==> src/rtl/sid_mix_pkg.sv <==
`default_nettype none
// ============================================================================
// Module      : sid_mix_pkg
// Description : Shared types, widths and helpers for the SID three-voice
//               mixer (state encoding, datapath widths, saturation limits,
//               unsigned-to-signed sample conversion).
// Revision    : 1.0 - initial release
// ============================================================================
package sid_mix_pkg;

    localparam int VOICE_W  = 12;
    localparam int SAMPLE_W = 13;
    localparam int ACC_W    = 16;
    localparam int PROD_W   = 21;

    localparam logic [VOICE_W-1:0]      MIDPOINT = 12'h800;
    localparam logic signed [ACC_W-1:0] SAT_MAX  = 16'sh7FFF;
    localparam logic signed [ACC_W-1:0] SAT_MIN  = 16'sh8000;

    typedef enum logic [2:0] {
        ST_IDLE = 3'd0,
        ST_V1   = 3'd1,
        ST_V2   = 3'd2,
        ST_V3   = 3'd3,
        ST_EXT  = 3'd4,
        ST_VOL  = 3'd5
    } mix_state_t;

    // Voice outputs idle at mid-scale; re-centre them on zero.
    function automatic logic signed [SAMPLE_W-1:0] to_sample(input logic [VOICE_W-1:0] v);
        return $signed({1'b0, v} - {1'b0, MIDPOINT});
    endfunction

endpackage
`default_nettype wire

==> src/rtl/sid_mix_sat.sv <==
`default_nettype none
// ============================================================================
// Module      : sid_mix_sat
// Description : Combinational arithmetic shift-right-by-4 (floor) followed by
//               saturation from PROD_W to ACC_W bits.
// Ports       : i_prod   - signed PROD_W-bit product
//               o_sample - signed ACC_W-bit clamped result
// Revision    : 1.0 - initial release
// ============================================================================
module sid_mix_sat
    import sid_mix_pkg::*;
(
    input  logic signed [PROD_W-1:0] i_prod,
    output logic signed [ACC_W-1:0]  o_sample
);

    localparam logic signed [PROD_W-1:0] c_max = PROD_W'(SAT_MAX);
    localparam logic signed [PROD_W-1:0] c_min = PROD_W'(SAT_MIN);

    logic signed [PROD_W-1:0] w_shifted;

    assign w_shifted = i_prod >>> 4;

    always_comb begin
        o_sample = w_shifted[ACC_W-1:0];
        if (w_shifted > c_max) begin
            o_sample = SAT_MAX;
        end else if (w_shifted < c_min) begin
            o_sample = SAT_MIN;
        end
    end

endmodule
`default_nettype wire

==> src/rtl/sid_voice_mixer.sv <==
`default_nettype none
// ============================================================================
// Module      : sid_voice_mixer
// Description : Sequential three-voice (plus optional EXT IN) mixer. On each
//               ce_1m strobe the inputs are snapshotted, DC-removed and
//               accumulated one source per clock through a single shared
//               adder into either the filter-input or the direct sum. The
//               direct sum plus the previous frame's filter output is then
//               volume-scaled and saturated to a 16-bit audio sample.
// Config      : SID_EXT_IN_EN - when defined, ext_in is mixed as a fourth
//               source (routed by res_filt[3]) and latency is 6 clocks;
//               otherwise ext_in is ignored and latency is 5 clocks.
// Ports       : clock, reset (sync, active-high), ce_1m (sample strobe),
//               voice1..3/ext_in (unsigned 12-bit), res_filt, mode_vol,
//               filt_out (signed 16) -> filt_in, audio_out (signed 16),
//               valid (result pulse), busy, overrun (sticky).
// Revision    : 1.0 - initial release
// ============================================================================
module sid_voice_mixer
    import sid_mix_pkg::*;
(
    input  logic                     clock,
    input  logic                     reset,
    input  logic                     ce_1m,
    input  logic [VOICE_W-1:0]       voice1,
    input  logic [VOICE_W-1:0]       voice2,
    input  logic [VOICE_W-1:0]       voice3,
    input  logic [VOICE_W-1:0]       ext_in,
    input  logic [7:0]               res_filt,
    input  logic [7:0]               mode_vol,
    input  logic signed [ACC_W-1:0]  filt_out,
    output logic signed [ACC_W-1:0]  filt_in,
    output logic signed [ACC_W-1:0]  audio_out,
    output logic                     valid,
    output logic                     busy,
    output logic                     overrun
);

    mix_state_t                r_state;
    logic [VOICE_W-1:0]        r_v1, r_v2, r_v3;
    logic [3:0]                r_route;
    logic                      r_v3_off;
    logic [3:0]                r_vol;
    logic signed [ACC_W-1:0]   r_filt_out;
    logic signed [ACC_W-1:0]   r_dir_acc;
    logic signed [ACC_W-1:0]   r_flt_acc;

    logic [VOICE_W-1:0]        w_raw;
    logic                      w_route;
    logic                      w_mute;
    logic signed [SAMPLE_W-1:0] w_sample;
    logic signed [ACC_W-1:0]   w_acc_sel;
    logic signed [ACC_W-1:0]   w_add;
    logic signed [ACC_W:0]     w_sum;
    logic signed [PROD_W-1:0]  w_prod;
    logic signed [ACC_W-1:0]   w_sat;

`ifdef SID_EXT_IN_EN
    logic [VOICE_W-1:0]        r_ext;
    wire                       w_unused_ok = ^{res_filt[7:4], mode_vol[6:4]};
`else
    wire                       w_unused_ok = ^{ext_in, res_filt[7:4], mode_vol[6:4], r_route[3]};
`endif

    // Source select for the shared adder, driven by the current step.
    always_comb begin
        w_raw   = r_v1;
        w_route = r_route[0];
        w_mute  = 1'b0;
        case (r_state)
            ST_V2: begin
                w_raw   = r_v2;
                w_route = r_route[1];
            end
            ST_V3: begin
                w_raw   = r_v3;
                w_route = r_route[2];
                // Voice-3 off only silences the direct path, never the filter path.
                w_mute  = r_v3_off & ~r_route[2];
            end
`ifdef SID_EXT_IN_EN
            ST_EXT: begin
                w_raw   = r_ext;
                w_route = r_route[3];
            end
`endif
            default: ;
        endcase
    end

    assign w_sample  = w_mute ? '0 : to_sample(w_raw);
    assign w_acc_sel = w_route ? r_flt_acc : r_dir_acc;
    assign w_add     = w_acc_sel + {{(ACC_W-SAMPLE_W){w_sample[SAMPLE_W-1]}}, w_sample};

    // Volume stage: 17-bit sum times zero-extended 4-bit volume fits in 21 bits.
    assign w_sum  = $signed({r_dir_acc[ACC_W-1], r_dir_acc}) + $signed({r_filt_out[ACC_W-1], r_filt_out});
    assign w_prod = $signed({{(PROD_W-ACC_W-1){w_sum[ACC_W]}}, w_sum}) * $signed({17'd0, r_vol});

    sid_mix_sat u_sat (
        .i_prod   (w_prod),
        .o_sample (w_sat)
    );

    assign busy = (r_state != ST_IDLE);

    always_ff @(posedge clock) begin
        if (reset) begin
            r_state    <= ST_IDLE;
            r_v1       <= '0;
            r_v2       <= '0;
            r_v3       <= '0;
`ifdef SID_EXT_IN_EN
            r_ext      <= '0;
`endif
            r_route    <= '0;
            r_v3_off   <= 1'b0;
            r_vol      <= '0;
            r_filt_out <= '0;
            r_dir_acc  <= '0;
            r_flt_acc  <= '0;
            filt_in    <= '0;
            audio_out  <= '0;
            valid      <= 1'b0;
            overrun    <= 1'b0;
        end else begin
            valid <= 1'b0;
            if (ce_1m && (r_state != ST_IDLE)) begin
                overrun <= 1'b1;
            end
            case (r_state)
                ST_IDLE: begin
                    if (ce_1m) begin
                        r_v1       <= voice1;
                        r_v2       <= voice2;
                        r_v3       <= voice3;
`ifdef SID_EXT_IN_EN
                        r_ext      <= ext_in;
`endif
                        r_route    <= res_filt[3:0];
                        r_v3_off   <= mode_vol[7];
                        r_vol      <= mode_vol[3:0];
                        r_filt_out <= filt_out;
                        r_dir_acc  <= '0;
                        r_flt_acc  <= '0;
                        r_state    <= ST_V1;
                    end
                end
                ST_V1, ST_V2, ST_V3, ST_EXT: begin
                    if (w_route) begin
                        r_flt_acc <= w_add;
                    end else begin
                        r_dir_acc <= w_add;
                    end
                    case (r_state)
                        ST_V1:   r_state <= ST_V2;
                        ST_V2:   r_state <= ST_V3;
`ifdef SID_EXT_IN_EN
                        ST_V3:   r_state <= ST_EXT;
`else
                        ST_V3:   r_state <= ST_VOL;
`endif
                        default: r_state <= ST_VOL;
                    endcase
                end
                ST_VOL: begin
                    audio_out <= w_sat;
                    filt_in   <= r_flt_acc;
                    valid     <= 1'b1;
                    r_state   <= ST_IDLE;
                end
                default: r_state <= ST_IDLE;
            endcase
        end
    end

endmodule
`default_nettype wire

==> config.mk <==
export PLATFORM = sky130hd
export DESIGN_NAME = sid_voice_mixer
export DESIGN_NICKNAME = d
export VERILOG_FILES = /design/src/rtl/sid_mix_pkg.sv /design/src/rtl/sid_mix_sat.sv /design/src/rtl/sid_voice_mixer.sv
export SDC_FILE = /design/constraint.sdc
export NUM_CORES = 1
export LEC_CHECK = 0
export ABC_AREA = 1
export BUFFER_PORTS_ARGS = -buffer_cell sky130_fd_sc_hd__buf_2
export CORE_AREA = 2 2 139 141
export CTS_CLUSTER_SIZE = 24
export DETAILED_ROUTE_END_ITERATION = 10
export DIE_AREA = 0 0 141 143
export GPL_ROUTABILITY_DRIVEN = 0
export PLACE_DENSITY = 0.69
export SYNTH_ARGS = -nofsm -noshare
export SYNTH_HDL_FRONTEND = slang
export SYNTH_HIERARCHICAL = 1
export SYNTH_SLANG_ARGS = --single-unit
==> constraint.sdc <==
create_clock -name clock -period 11.5 [get_ports clock]
set_input_delay 1.725 -clock clock [delete_from_list [all_inputs] [get_ports clock]]
set_output_delay 1.725 -clock clock [all_outputs]
set_load 0.005 [all_outputs]
Word level (Yosys, flattened, before mapping)
Index checks and enable logic that the tools add are counted.
{ "word_totals": {"elab_cells": 54, "out_inout_bits": 35, "register_bits": 129, "inputBits": 83} }
{ "classes": {"n_reduce_logical": 8, "n_bitwise": 2, "eq_ne": 8, "magnitude_cmp": 2, "add_sub_neg": 3, "n_mux": 16, "mul": 1} }
{ "op_table": {"columns": ["operator", "n"], "rows": [
  ["16-bit two-way mux", 6],
  ["16-bit case mux with 2 select lines", 2],
  ["12-bit case mux with 2 select lines", 1],
  ["17-bit by 5-bit multiplier with 21-bit output", 1],
  ["16-bit by 16-bit adder with 17-bit output", 1],
  ["17-bit by 16-bit greater-than comparator with 1-bit output, second input constant", 1],
  ["17-bit by 16-bit less-than comparator with 1-bit output, second input constant", 1],
  ["16-bit adder", 1],
  ["13-bit two-way mux", 1],
  ["12-bit by 12-bit subtractor with 13-bit output, second input constant", 1],
  ["3-bit case mux with 2 select lines", 2],
  ["3-bit by 2-bit == test with 1-bit output, second input constant", 2],
  ["3-bit == test, second input constant", 2],
  ["2-bit != test, second input constant", 3],
  ["3-bit AND reduction", 2],
  ["4-bit OR reduction", 1],
  ["3-bit by 1-bit == test with 1-bit output, second input constant", 1],
  ["3-bit logical NOT", 1],
  ["3-bit two-way mux", 1],
  ["3-bit nonzero test", 1],
  ["1-bit two-way mux", 2],
  ["1-bit case mux with 2 select lines", 1],
  ["2-bit AND reduction", 1],
  ["2-bit nonzero test", 1],
  ["3 further kinds", 3]
]} }

Logic depth before layout (Yosys ltp)
Gate-level depths: netlist of run 1.
{ "logic_depth": {"ltp_word": 7, "depth_mapped": 35, "depth_no_buf": 34} }

Hierarchy
Netlist of run 1, hierarchy kept.
{ "modules_own_cells": {"columns": ["module", "seq_area_each_um2", "instances", "cells_per_inst", "area_each_um2"], "rows": [
  ["sid_voice_mixer", 2582.5, 1, 1283, 8942.3],
  ["sid_mix_sat", 0.0, 1, 37, 177.7]
]} }

Least setup slack after synthesis of run 1
OpenSTA, ideal clock, no wires.
{ "synth_timing": {"path_type": "flip-flop to flip-flop", "start": "register r_dir_acc[0]", "end": "register audio_out[11]", "arrival_time_ns": 4.894, "t_required_ns": 11.430, "path_slack_ns": 6.536, "n_path_buf": 1, "stages_incl_launch_ff": 34, "period_less_slack_ns": 4.964, "setup_time_ns": 0.070, "cell_sequence": "dfxtp_1 -> ha_1 -> inv_1 -> fa_1 -> inv_1 -> nand2_1 -> nand2_1 -> nand3_1 -> nand2_1 -> nand3_1 -> nand3_1 -> a21oi_1 -> xor2_1 -> nor2_1 -> ha_1 -> inv_1 -> fa_1 -> inv_1 -> fa_1 -> ha_1 -> nand2_1 -> nor3_1 -> nand2_1 -> inv_1 -> nand4_1 -> o211ai_1 -> xor2_1 -> inv_2 -> nand2_4 -> buf_12 -> nand2_1 -> nand2_1 -> o21ai_0 -> a21oi_1"} }
{ "synth_between": {"elab_chain_cells": 5, "elab_cells_between_ends": 6, "cone_classes": "add/sub (1); mul (1); order compare (2); mux (2)"} }
{ "synth_lines": {"columns": ["item", "line", "rtl"], "rows": [
  ["start: declaration", "sid_voice_mixer.sv:45", "logic signed [ACC_W-1:0] r_dir_acc;"],
  ["start signal: assignment", "sid_voice_mixer.sv:152", "r_dir_acc <= w_add;"],
  ["16-bit by 16-bit adder with 17-bit output *", "sid_voice_mixer.sv:96", "assign w_sum = $signed({r_dir_acc[ACC_W-1], r_dir_acc}) + $signed({r_filt_out[ACC_W-1], r_filt_out});"],
  ["17-bit by 5-bit multiplier with 21-bit output *", "sid_voice_mixer.sv:97", "assign w_prod = $signed({{(PROD_W-ACC_W-1){w_sum[ACC_W]}}, w_sum}) * $signed({17'd0, r_vol});"],
  ["named net w_prod[19]", "sid_voice_mixer.sv:55", "logic signed [PROD_W-1:0] w_prod;"],
  ["17-bit by 16-bit less-than comparator with 1-bit output", "sid_mix_sat.sv:28", "end else if (w_shifted < c_min) begin"],
  ["16-bit two-way mux", "sid_mix_sat.sv:28", null],
  ["16-bit two-way mux *", "sid_mix_sat.sv:26", "if (w_shifted > c_max) begin"],
  ["named net w_sat[11]", "sid_voice_mixer.sv:56", "logic signed [ACC_W-1:0] w_sat;"],
  ["end signal: assignment", "sid_voice_mixer.sv:166", "audio_out <= w_sat;"],
  ["end: declaration", "sid_voice_mixer.sv:33", "output logic signed [ACC_W-1:0] audio_out,"]
]} }
The timed path passes the listed nets; every way through them passes the cells marked *.
A chain may end at the register's enable or synchronous reset.

Worst setup path in the final report of run 1
{ "layout_timing": {"start": "register r_filt_out[0]", "end": "register audio_out[1]"} }
{ "layout_between": {"elab_chain_cells": 5, "elab_cells_between_ends": 6, "cone_classes": "add/sub (1); mul (1); order compare (2); mux (2)"} }
{ "layout_lines": {"columns": ["item", "line", "rtl"], "rows": [
  ["start: declaration", "sid_voice_mixer.sv:44", "logic signed [ACC_W-1:0] r_filt_out;"],
  ["start signal: assignment", "sid_voice_mixer.sv:142", "r_filt_out <= filt_out;"],
  ["16-bit by 16-bit adder with 17-bit output *", "sid_voice_mixer.sv:96", null],
  ["17-bit by 5-bit multiplier with 21-bit output *", "sid_voice_mixer.sv:97", null],
  ["named net w_prod[20]", "sid_voice_mixer.sv:55", null],
  ["17-bit by 16-bit less-than comparator with 1-bit output", "sid_mix_sat.sv:28", null],
  ["16-bit two-way mux", "sid_mix_sat.sv:28", null],
  ["16-bit two-way mux *", "sid_mix_sat.sv:26", null],
  ["named net w_sat[1]", "sid_voice_mixer.sv:56", null]
]} }
Marked as above.

==> results of run 1 <==
per-stage QoR:
step / cells / hold slack [ps]
2_1_floorplan: 1318 / 430
3_3_place_gp: 1599 / 431
3_5_place_dp: 1599 / 433
4_1_cts: 1631 / 442
5_1_grt: 1631 / 456
6_report: 1631 / 440
worst max-delay path, delay by kind of cell (launching register included):
kind	cells	cell delay, ps
and+or+nand+nor	10	1250
DFF	1	380
AOI/OAI and AO/OA	6	910
buffers and inverters	5	310
adders and majority gates	6	2320
xor gates and xnor gates	1	360
routing by layer:
layer	wire, um	share of wire, %
met5	0	0
met4	669	2.9
met3	1180	5.1
met2	10200	45
met1	10900	47
sequential cells by signal, indices dropped and copies added, names as in the netlist, 3 cells and up:
register and flops:
audio_out 16, filt_in 16, r_dir_acc 16, r_filt_out 16, r_flt_acc 16, r_v1 12, r_v2 12, r_v3 12
r_vol 4, r_route 3, r_state 3
how the worst min path moves through the flow:
stage	to	slack [ps]
6_report	filt_in[14]	440
5_1_grt	filt_in[14]	460
4_1_cts	audio_out[11]	440
3_5_place_dp	audio_out[11]	430
3_3_place_gp	audio_out[14]	430
2_1_floorplan	r_route[1]	430
power by group:
| group | internal [mW] | leakage, nW | switching, mW |
|---|---|---|---|
| registers | 0.531 | 1.06 | 0.0737 |
| clock network | 0.398 | 0.313 | 0.215 |
| logic | 0.363 | 3.86 | 0.714 |
area by class of cell:
| cell class | count | area [sq um] |
|---|---|---|
| clock inverter | 12 | 204 |
| timing repair buffer | 99 | 500 |
| clock buffer | 20 | 457 |
| multi-input combinational | 948 | 5570 |
| sequential | 129 | 2580 |
| inverter | 189 | 712 |
| tap | 234 | 293 |
| fill | 1784 | 8260 |
==> flow_summary.json, run 1 <==
{
  "grt_pass1_wl_um": 38300,
  "grt_max_degree": 84,
  "reg2reg_to": "audio_out[1]",
  "design_area_sq_mm": 0.0103,
  "busiest_layer": "met2",
  "start_util_pct": 49.0,
  "cts_buffer_depth": 2,
  "crit_type": "reg -> reg",
  "worst-r2r-cell-count": 28,
  "die_h_um": 143,
  "num_vias": 8430,
  "worst_path_largest_cell_delay_ps": 540,
  "post_drt_wl_per_cell_um": 14.1,
  "die_w_um": 141,
  "worst_slew_pin_slew_ps": 1130,
  "drtIter0Drc": 453,
  "fp.coreArea_sq_mm": 0.0186,
  "drc_errors": 0,
  "min_period_ps": 5720,
  "place_ws_ps": 5790,
  "grt_pass1_vias": 8062,
  "cp-startpoint": "r_filt_out[0]",
  "grt_util_met1_pct": 31.5,
  "grt_antenna_before_repair": 0,
  "cts_hold_buf": 0,
  "crit_path_end": "audio_out[1]",
  "powerDensity_mw_per_mm2": 222,
  "layout_common_cells": "nand2_1 (243), nor2_1 (190), inv_1 (177)",
  "cap_violations": 0,
  "tns_ps": 0,
  "drive_above_1_share_pct": 11.2,
  "finClkSkew_ps": 16.4,
  "wirelength_um": 22900,
  "num_io_pins": 118,
  "dpl.hpwl_um": 17200,
  "placed_area_sq_mm": 0.00966,
  "numCtsBuffers": 17,
  "gr-usage-met2_pct": 38.7,
  "track_usage_pct": 23.6,
  "syn-instance-count": 1318,
  "cts.sinks": 129,
  "slew_violations": 0,
  "ys_warn_count": 6,
  "port_buffers": 97,
  "cp_max_fo": 15,
  "use_met3_pct": 4.29,
  "post_synth.cell_area_avg_sq_um": 6.91,
  "clk_pin_slew_ps": 70,
  "htreeDepth": 4,
  "rr_startpoint": "r_filt_out[0]",
  "syn-cell-area_sq_mm": 0.00911,
  "setup_ws_ps": 5780,
  "cp-end-kind": "register",
  "hp-class": "reg -> reg",
  "vdd_ir_drop_max_mv": 0.133,
  "first_pass_iters": 6,
  "cts-root-buf": "clkbuf_16",
  "clkLatencyLatePin_ps": 430,
  "via_per_inst": 5.17,
  "final_common_cell": "nand2_1",
  "cp_slowest_cell": "fa_1",
  "final_nets": 1573,
  "cp-start-kind": "register",
  "overflow": 0,
  "cts_tree": "done",
  "ctsResizeCount": 0,
  "std_cell_rows": 50,
  "whs_path_depth": 2,
  "rsz0062_at_grt": "no",
  "setup_viol": 0,
  "fin_crit_sh_pct": 49.7,
  "die_area_sq_mm": 0.0202,
  "maxSlewHeadroom_pct": 24.8,
  "p_leak_nw": 5.23,
  "total_power_mw": 2.29,
  "antennaDiodeCount": 0,
  "reg2reg_slack_ps": 5780,
  "hold_violations": 0,
  "critical_path_required_ps": 11760,
  "arrival_ps": 5980,
  "hp-start": "filt_in[14]",
  "max_freq_mhz": 175,
  "synth_fp_nets": 1507,
  "crit_top_cell": "nand2_1",
  "outcome": "finished clean",
  "areaGrowthSynthToFinish_pct": 13.3,
  "fin_util_pct": 55.6,
  "ant_nets": 0,
  "postCtsSetupRepairBufs": 0
}
(Power assumes the default switching activity.)
==> run 2, diff against run 1 <==
==> constraint.sdc (replaced) <==
create_clock -name clock -period 5.8 [get_ports clock]
set_input_delay 0.87 -clock clock [delete_from_list [all_inputs] [get_ports clock]]
set_output_delay 0.87 -clock clock [all_outputs]
set_load 0.005 [all_outputs]
==> run 2 against run 1 <==
  * Sequential share of layout area decreased by 0.32 points
  * Utilization increased by 0.71 points
  * Power increased by 100%
  * Hold slack about the same
  * Sequential power increased by 100%
  * Die area unchanged
  * Critical path type unchanged
  * Highest routed layer unchanged
==> flow_summary.json, run 2 (synthesized netlist as in run 1, its figures left out) <==
{
  "grt_antenna_before_repair": 0,
  "die_area_sq_mm": 0.0202,
  "track_usage_pct": 23.8,
  "grt_max_degree": 85,
  "cp-start-kind": "register",
  "drtIter0Drc": 439,
  "cts_hold_buf": 0,
  "grt_pass1_vias": 8048,
  "finClkSkew_ps": 8.27,
  "cts-root-buf": "clkbuf_16",
  "port_buffers": 97,
  "cp-end-kind": "register",
  "hp-class": "reg -> reg",
  "critical_path_required_ps": 6080,
  "power_frac_comb_pct": 49.5,
  "cp-startpoint": "r_dir_acc[0]",
  "drive_above_1_share_pct": 13.0,
  "layout_common_cells": "nand2_1 (240), nor2_1 (189), inv_1 (177)",
  "die_w_um": 141,
  "arrival_ps": 5720,
  "reg2reg_slack_ps": 370,
  "num_io_pins": 118,
  "path_buf_inv": 6,
  "max_freq_mhz": 184,
  "antennaDiodeCount": 0,
  "overflow": 0,
  "slew_violations": 0,
  "p_seq_share_pct": 26.3,
  "clk_pin_slew_ps": 60,
  "path_depth": 29,
  "numCtsBuffers": 17,
  "final_common_cell": "nand2_1",
  "wirelength_um": 23500,
  "tns_ps": 0,
  "min_period_ps": 5430,
  "worst_slew_pin_slew_ps": 707,
  "internal_power_mw": 2.54,
  "ant_nets": 0,
  "fillers": 1797,
  "cp_slowest_cell": "fa_1",
  "cts.sinks": 129,
  "fin_util_pct": 56.3,
  "dpl.hpwl_um": 17600,
  "final_cells": 1635,
  "fin_crit_sh_pct": 93.6,
  "areaGrowthSynthToFinish_pct": 14.7,
  "start_util_pct": 49.0,
  "die_h_um": 143,
  "grt_pass1_wl_um": 38600,
  "drc_errors": 0,
  "clkLatencyLatePin_ps": 420,
  "p_switching_mw": 2.05,
  "total_power_mw": 4.60,
  "final_nets": 1577,
  "crit_family": "adder cells",
  "reg2reg_to": "audio_out[12]",
  "powerDensity_mw_per_mm2": 440,
  "outcome": "finished clean",
  "post-place-cells": 1601,
  "std_cell_rows": 50,
  "maxSlewHeadroom_pct": 52.9,
  "hold_violations": 0,
  "power_frac_clock_pct": 24.2,
  "seqCellArea_sq_mm": 0.00258,
  "crit_path_end": "audio_out[12]",
  "p_leak_nw": 5.24,
  "cts_buffer_depth": 2,
  "cts_tree": "done",
  "crit_type": "reg -> reg",
  "setup_viol": 0,
  "p_sw_share_pct": 44.7,
  "post_drt_wl_per_cell_um": 14.4,
  "multi_input_area_sq_mm": 0.00573,
  "fp.coreArea_sq_mm": 0.0186,
  "worst-r2r-cell-count": 29,
  "cp_max_fo": 15,
  "worst_path_largest_cell_delay_ps": 540,
  "cap_violations": 0,
  "rr_startpoint": "r_dir_acc[0]",
  "vdd_ir_drop_max_mv": 0.263,
  "via_per_inst": 5.18,
  "first_pass_iters": 5,
  "num_vias": 8466,
  "htreeDepth": 4
}
run 2: cell count changes in the layout (fill, tap and decap cells not counted), moves of 3 or more:
| cell | previous run | this run |
|---|---|---|
| ha_4 | 0 | 4 |
| ha_1 | 70 | 64 |
| clkinv_2 | 1 | 5 |
| clkinvlp_4 | 3 | 0 |
| xor2_1 | 22 | 18 |
| nand2_1 | 243 | 240 |
| buf_4 | 2 | 6 |
| xor2_2 | 0 | 4 |
run 2: cell type report:
| type | count | share of cell area [%] |
|---|---|---|
| well taps | 234 | 2.80 |
| flip-flops and latches | 129 | 24.7 |
| clock inverters | 13 | 1.52 |
| multi-input cells | 948 | 54.8 |
| inverters | 189 | 6.81 |
| repair buffers | 103 | 5.07 |
| clock buffers | 19 | 4.33 |
run 2: metal layers:
layer | part of all wire (%) | up-vias | global-route usage, %
met2 | 46 | 201 | 40.4
met3 | 4.3 | 36 | 4.02
met4 | 2.9 | 0 | 8.37
met5 | 0 | - | 0
met1 | 47 | 3872 | 30.8
li1 | - | 4357 | -
run 2: power groups by stage:
stage	Combinational (mW)	Sequential, mW	Clock (mW)
floorplan	1.73	1.15	0
global placement	2.08	1.21	0
detailed placement	2.12	1.22	0
CTS	2.15	1.20	1.12
global route	2.58	1.22	1.16
finish	2.28	1.21	1.11
run 2: worst register-to-register path, delay by kind of cell, from the launching register on:
family                     cells  cell delay, ps
and+or+nand+nor                8             630
AOI/OAI and AO/OA              7            1030
buffers and inverters          6             460
adders and majority gates      6            2330
xor gates and xnor gates       2             460
DFF                            1             350
run 2: metrics by stage:
stage	instance area [sq um]	setup slack (ps)	hold WS, ps
CTS	10300	185	444
finish	10500	368	440
floorplan	9110	836	430
global route	10500	-18.4	461
global placement	9680	277	431
detailed placement	9680	207	435
run 2: worst min-delay path by stage:
stage | from | endpoint | slack [ps] | cells after the start
floorplan | r_route[1] | r_route[1] | 430 | 2
global placement | audio_out[14] | audio_out[14] | 430 | 2
detailed placement | audio_out[1] | audio_out[1] | 440 | 2
CTS | audio_out[15] | audio_out[15] | 440 | 2
global route | audio_out[11] | audio_out[11] | 460 | 2
finish | audio_out[5] | audio_out[5] | 440 | 2
run 2: what timing repair did:
| action | 4_1_cts | 5_1_grt |
|---|---|---|
| setup buffers | 0 | 2 |
| endpoints found under the setup margin | 0 | 15 |
| resized for setup | 0 | 26 |
==> run 3, diff against run 2 <==
--- a/config.mk
+++ b/config.mk
@@ -5,7 +5,6 @@
 export SDC_FILE = /design/constraint.sdc
 export NUM_CORES = 1
 export LEC_CHECK = 0
-export ABC_AREA = 1
 export BUFFER_PORTS_ARGS = -buffer_cell sky130_fd_sc_hd__buf_2
 export CORE_AREA = 2 2 139 141
 export CTS_CLUSTER_SIZE = 24
==> run 3 against run 2 <==
  * The run now ends with negative setup slack left
  * Global-route usage down 0.64 points
  * Combinational power is 31% lower
  * Critical path depth fell by 1
  * Clock power up 6%
  * Power fell by 17%
  * Die area is the same
  * Hold slack improved by 7.9 ps
  * Setup slack lost 520 ps
  * First-iteration DRC count is 20% lower
  * Critical endpoint is now audio_out[8]
  * Largest cell class unchanged
==> flow_summary.json, run 3 <==
{
  "outcome": "complete, but fails checks",
  "violations": "negative setup slack",
  "first_pass_iters": 7,
  "dpl.hpwl_um": 16600,
  "ant_nets": 0,
  "crit_type": "reg -> reg",
  "met3_length_um": 760,
  "final_nets": 1471,
  "vdd_ir_drop_max_mv": 0.213,
  "worst_path_largest_cell_delay_ps": 540,
  "port_buffers": 97,
  "syn-instance-count": 1174,
  "crit_family": "adder cells",
  "p_leak_nw": 5.05,
  "via_per_inst": 5.32,
  "drtIter0Drc": 351,
  "cp_slowest_cell": "fa_1",
  "arrival_ps": 6310,
  "die_h_um": 143,
  "drive_above_1_share_pct": 20.2,
  "num_io_pins": 118,
  "grt_max_degree": 66,
  "dr.max_layer_used": "met4",
  "finClkSkew_ps": 8.85,
  "reg2reg_to": "audio_out[8]",
  "design_area_sq_mm": 0.0110,
  "maxSlewHeadroom_pct": 26.4,
  "hold_violations": 0,
  "clkLatencyLatePin_ps": 430,
  "num_vias": 8127,
  "wl_met1_um": 9980,
  "grt_pass1_vias": 7794,
  "hp-class": "reg -> reg",
  "layout_common_cells": "nand2_1 (242), a21oi_1 (135), dfxtp_1 (127)",
  "cp-end-kind": "register",
  "cts_tree": "done",
  "track_usage_pct": 23.2,
  "overflow": 0,
  "htreeDepth": 4,
  "start_util_pct": 49.2,
  "worst-r2r-cell-count": 28,
  "critical_path_required_ps": 6160,
  "antennaDiodeCount": 0,
  "rr_startpoint": "r_filt_out[0]",
  "cp_max_fo": 7,
  "cp-start-kind": "register",
  "path_buf_inv": 5,
  "die_w_um": 141,
  "min_to": "filt_in[7]",
  "drc_errors": 0,
  "worst_slew_pin_slew_ps": 1100,
  "wirelength_um": 22900,
  "rsz0062_at_grt": "yes",
  "setup_viol": 16,
  "synth_fp_nets": 1363,
  "final_common_cell": "nand2_1",
  "ys_warn_count": 6,
  "cap_violations": 0,
  "post_synth.cell_area_avg_sq_um": 7.78,
  "reg2reg_slack_ps": -150,
  "die_area_sq_mm": 0.0202,
  "min_period_ps": 5950,
  "syn-cell-area_sq_mm": 0.00914,
  "grt_antenna_before_repair": 0,
  "placed_area_sq_mm": 0.0100,
  "whs_path_depth": 2,
  "cts_buffer_depth": 2,
  "max_freq_mhz": 168,
  "fin_crit_sh_pct": 103,
  "grt_pass1_wl_um": 37600,
  "setup_ws_ps": -150,
  "slew_violations": 0,
  "post_drt_wl_per_cell_um": 15.0,
  "wl_met2_um": 11500,
  "numCtsBuffers": 17,
  "fp.coreArea_sq_mm": 0.0186,
  "cts.sinks": 129,
  "final_cells": 1529,
  "powerDensity_mw_per_mm2": 347,
  "post-place-cells": 1482,
  "cts-root-buf": "clkbuf_16",
  "hp-start": "filt_in[7]",
  "clk_pin_slew_ps": 60,
  "fillers": 1678,
  "areaGrowthSynthToFinish_pct": 20.5,
  "std_cell_rows": 50,
  "place_ws_ps": -247
}
==> run 3: area by class of cell <==
class	instances	area (sq um)	share of cell area [%]
Sequential cell	129	2580	23.5
Timing Repair Buffer	152	995	9.03
Clock buffer	21	470	4.27
Clock inverter	11	175	1.59
Inverter	77	289	2.62
Tap cell	234	293	2.66
Multi-Input combinational cell	905	6200	56.3
==> run 3: repair_timing <==
action / 4_1_cts / 5_1_grt
cloned: 1 / 3
endpoints found under the setup margin: 16 / 16
resized for setup: 17 / 26
setup buffers: 7 / 5
hold buffers: 0 / 0
pin swaps: 40 / 37
==> run 3: tightest hold or removal path, cell delays in order, from the launching register on <==
cell,delay (ps)
dfxtp_1,300
nand2_1,50
a21oi_1,50
==> run 3: worst max path at each step <==
| stage | to | from | slack [ps] | cells past startpoint |
|---|---|---|---|---|
| floorplan | audio_out[10] | r_dir_acc[0] | 6 | 27 |
| global placement | audio_out[1] | r_filt_out[0] | -140 | 27 |
| detailed placement | audio_out[1] | r_filt_out[0] | -250 | 27 |
| CTS | audio_out[2] | r_dir_acc[0] | -200 | 28 |
| global route | audio_out[10] | r_filt_out[0] | -400 | 28 |
| finish | audio_out[8] | r_filt_out[0] | -150 | 28 |
==> run 3: per-layer routing <==
metal  global-route usage [%]  vias up
met5                        0        -
met4                     8.11        0
met3                     3.92       38
met2                     41.4      166
met1                     28.2     3782
li1                         -     4141
==> run 3: power by group <==
| group | internal, mW | leakage [nW] | switching (mW) |
|---|---|---|---|
| clock network | 0.758 | 0.311 | 0.419 |
| registers | 0.985 | 1.05 | 0.0947 |
| logic | 0.678 | 3.69 | 0.888 |
| total | 2.42 | 5.05 | 1.40 |
==> run 3: stage by stage <==
step	hold WS, ps	total power, mW	util, %	TNS, ps
2_1_floorplan	434	2.13	-	0
3_3_place_gp	440	2.45	53.9	-1840
3_5_place_dp	443	2.48	53.9	-3520
4_1_cts	449	3.74	58.2	-2920
5_1_grt	467	4.07	59.3	-5920
6_report	448	3.82	59.3	-1770
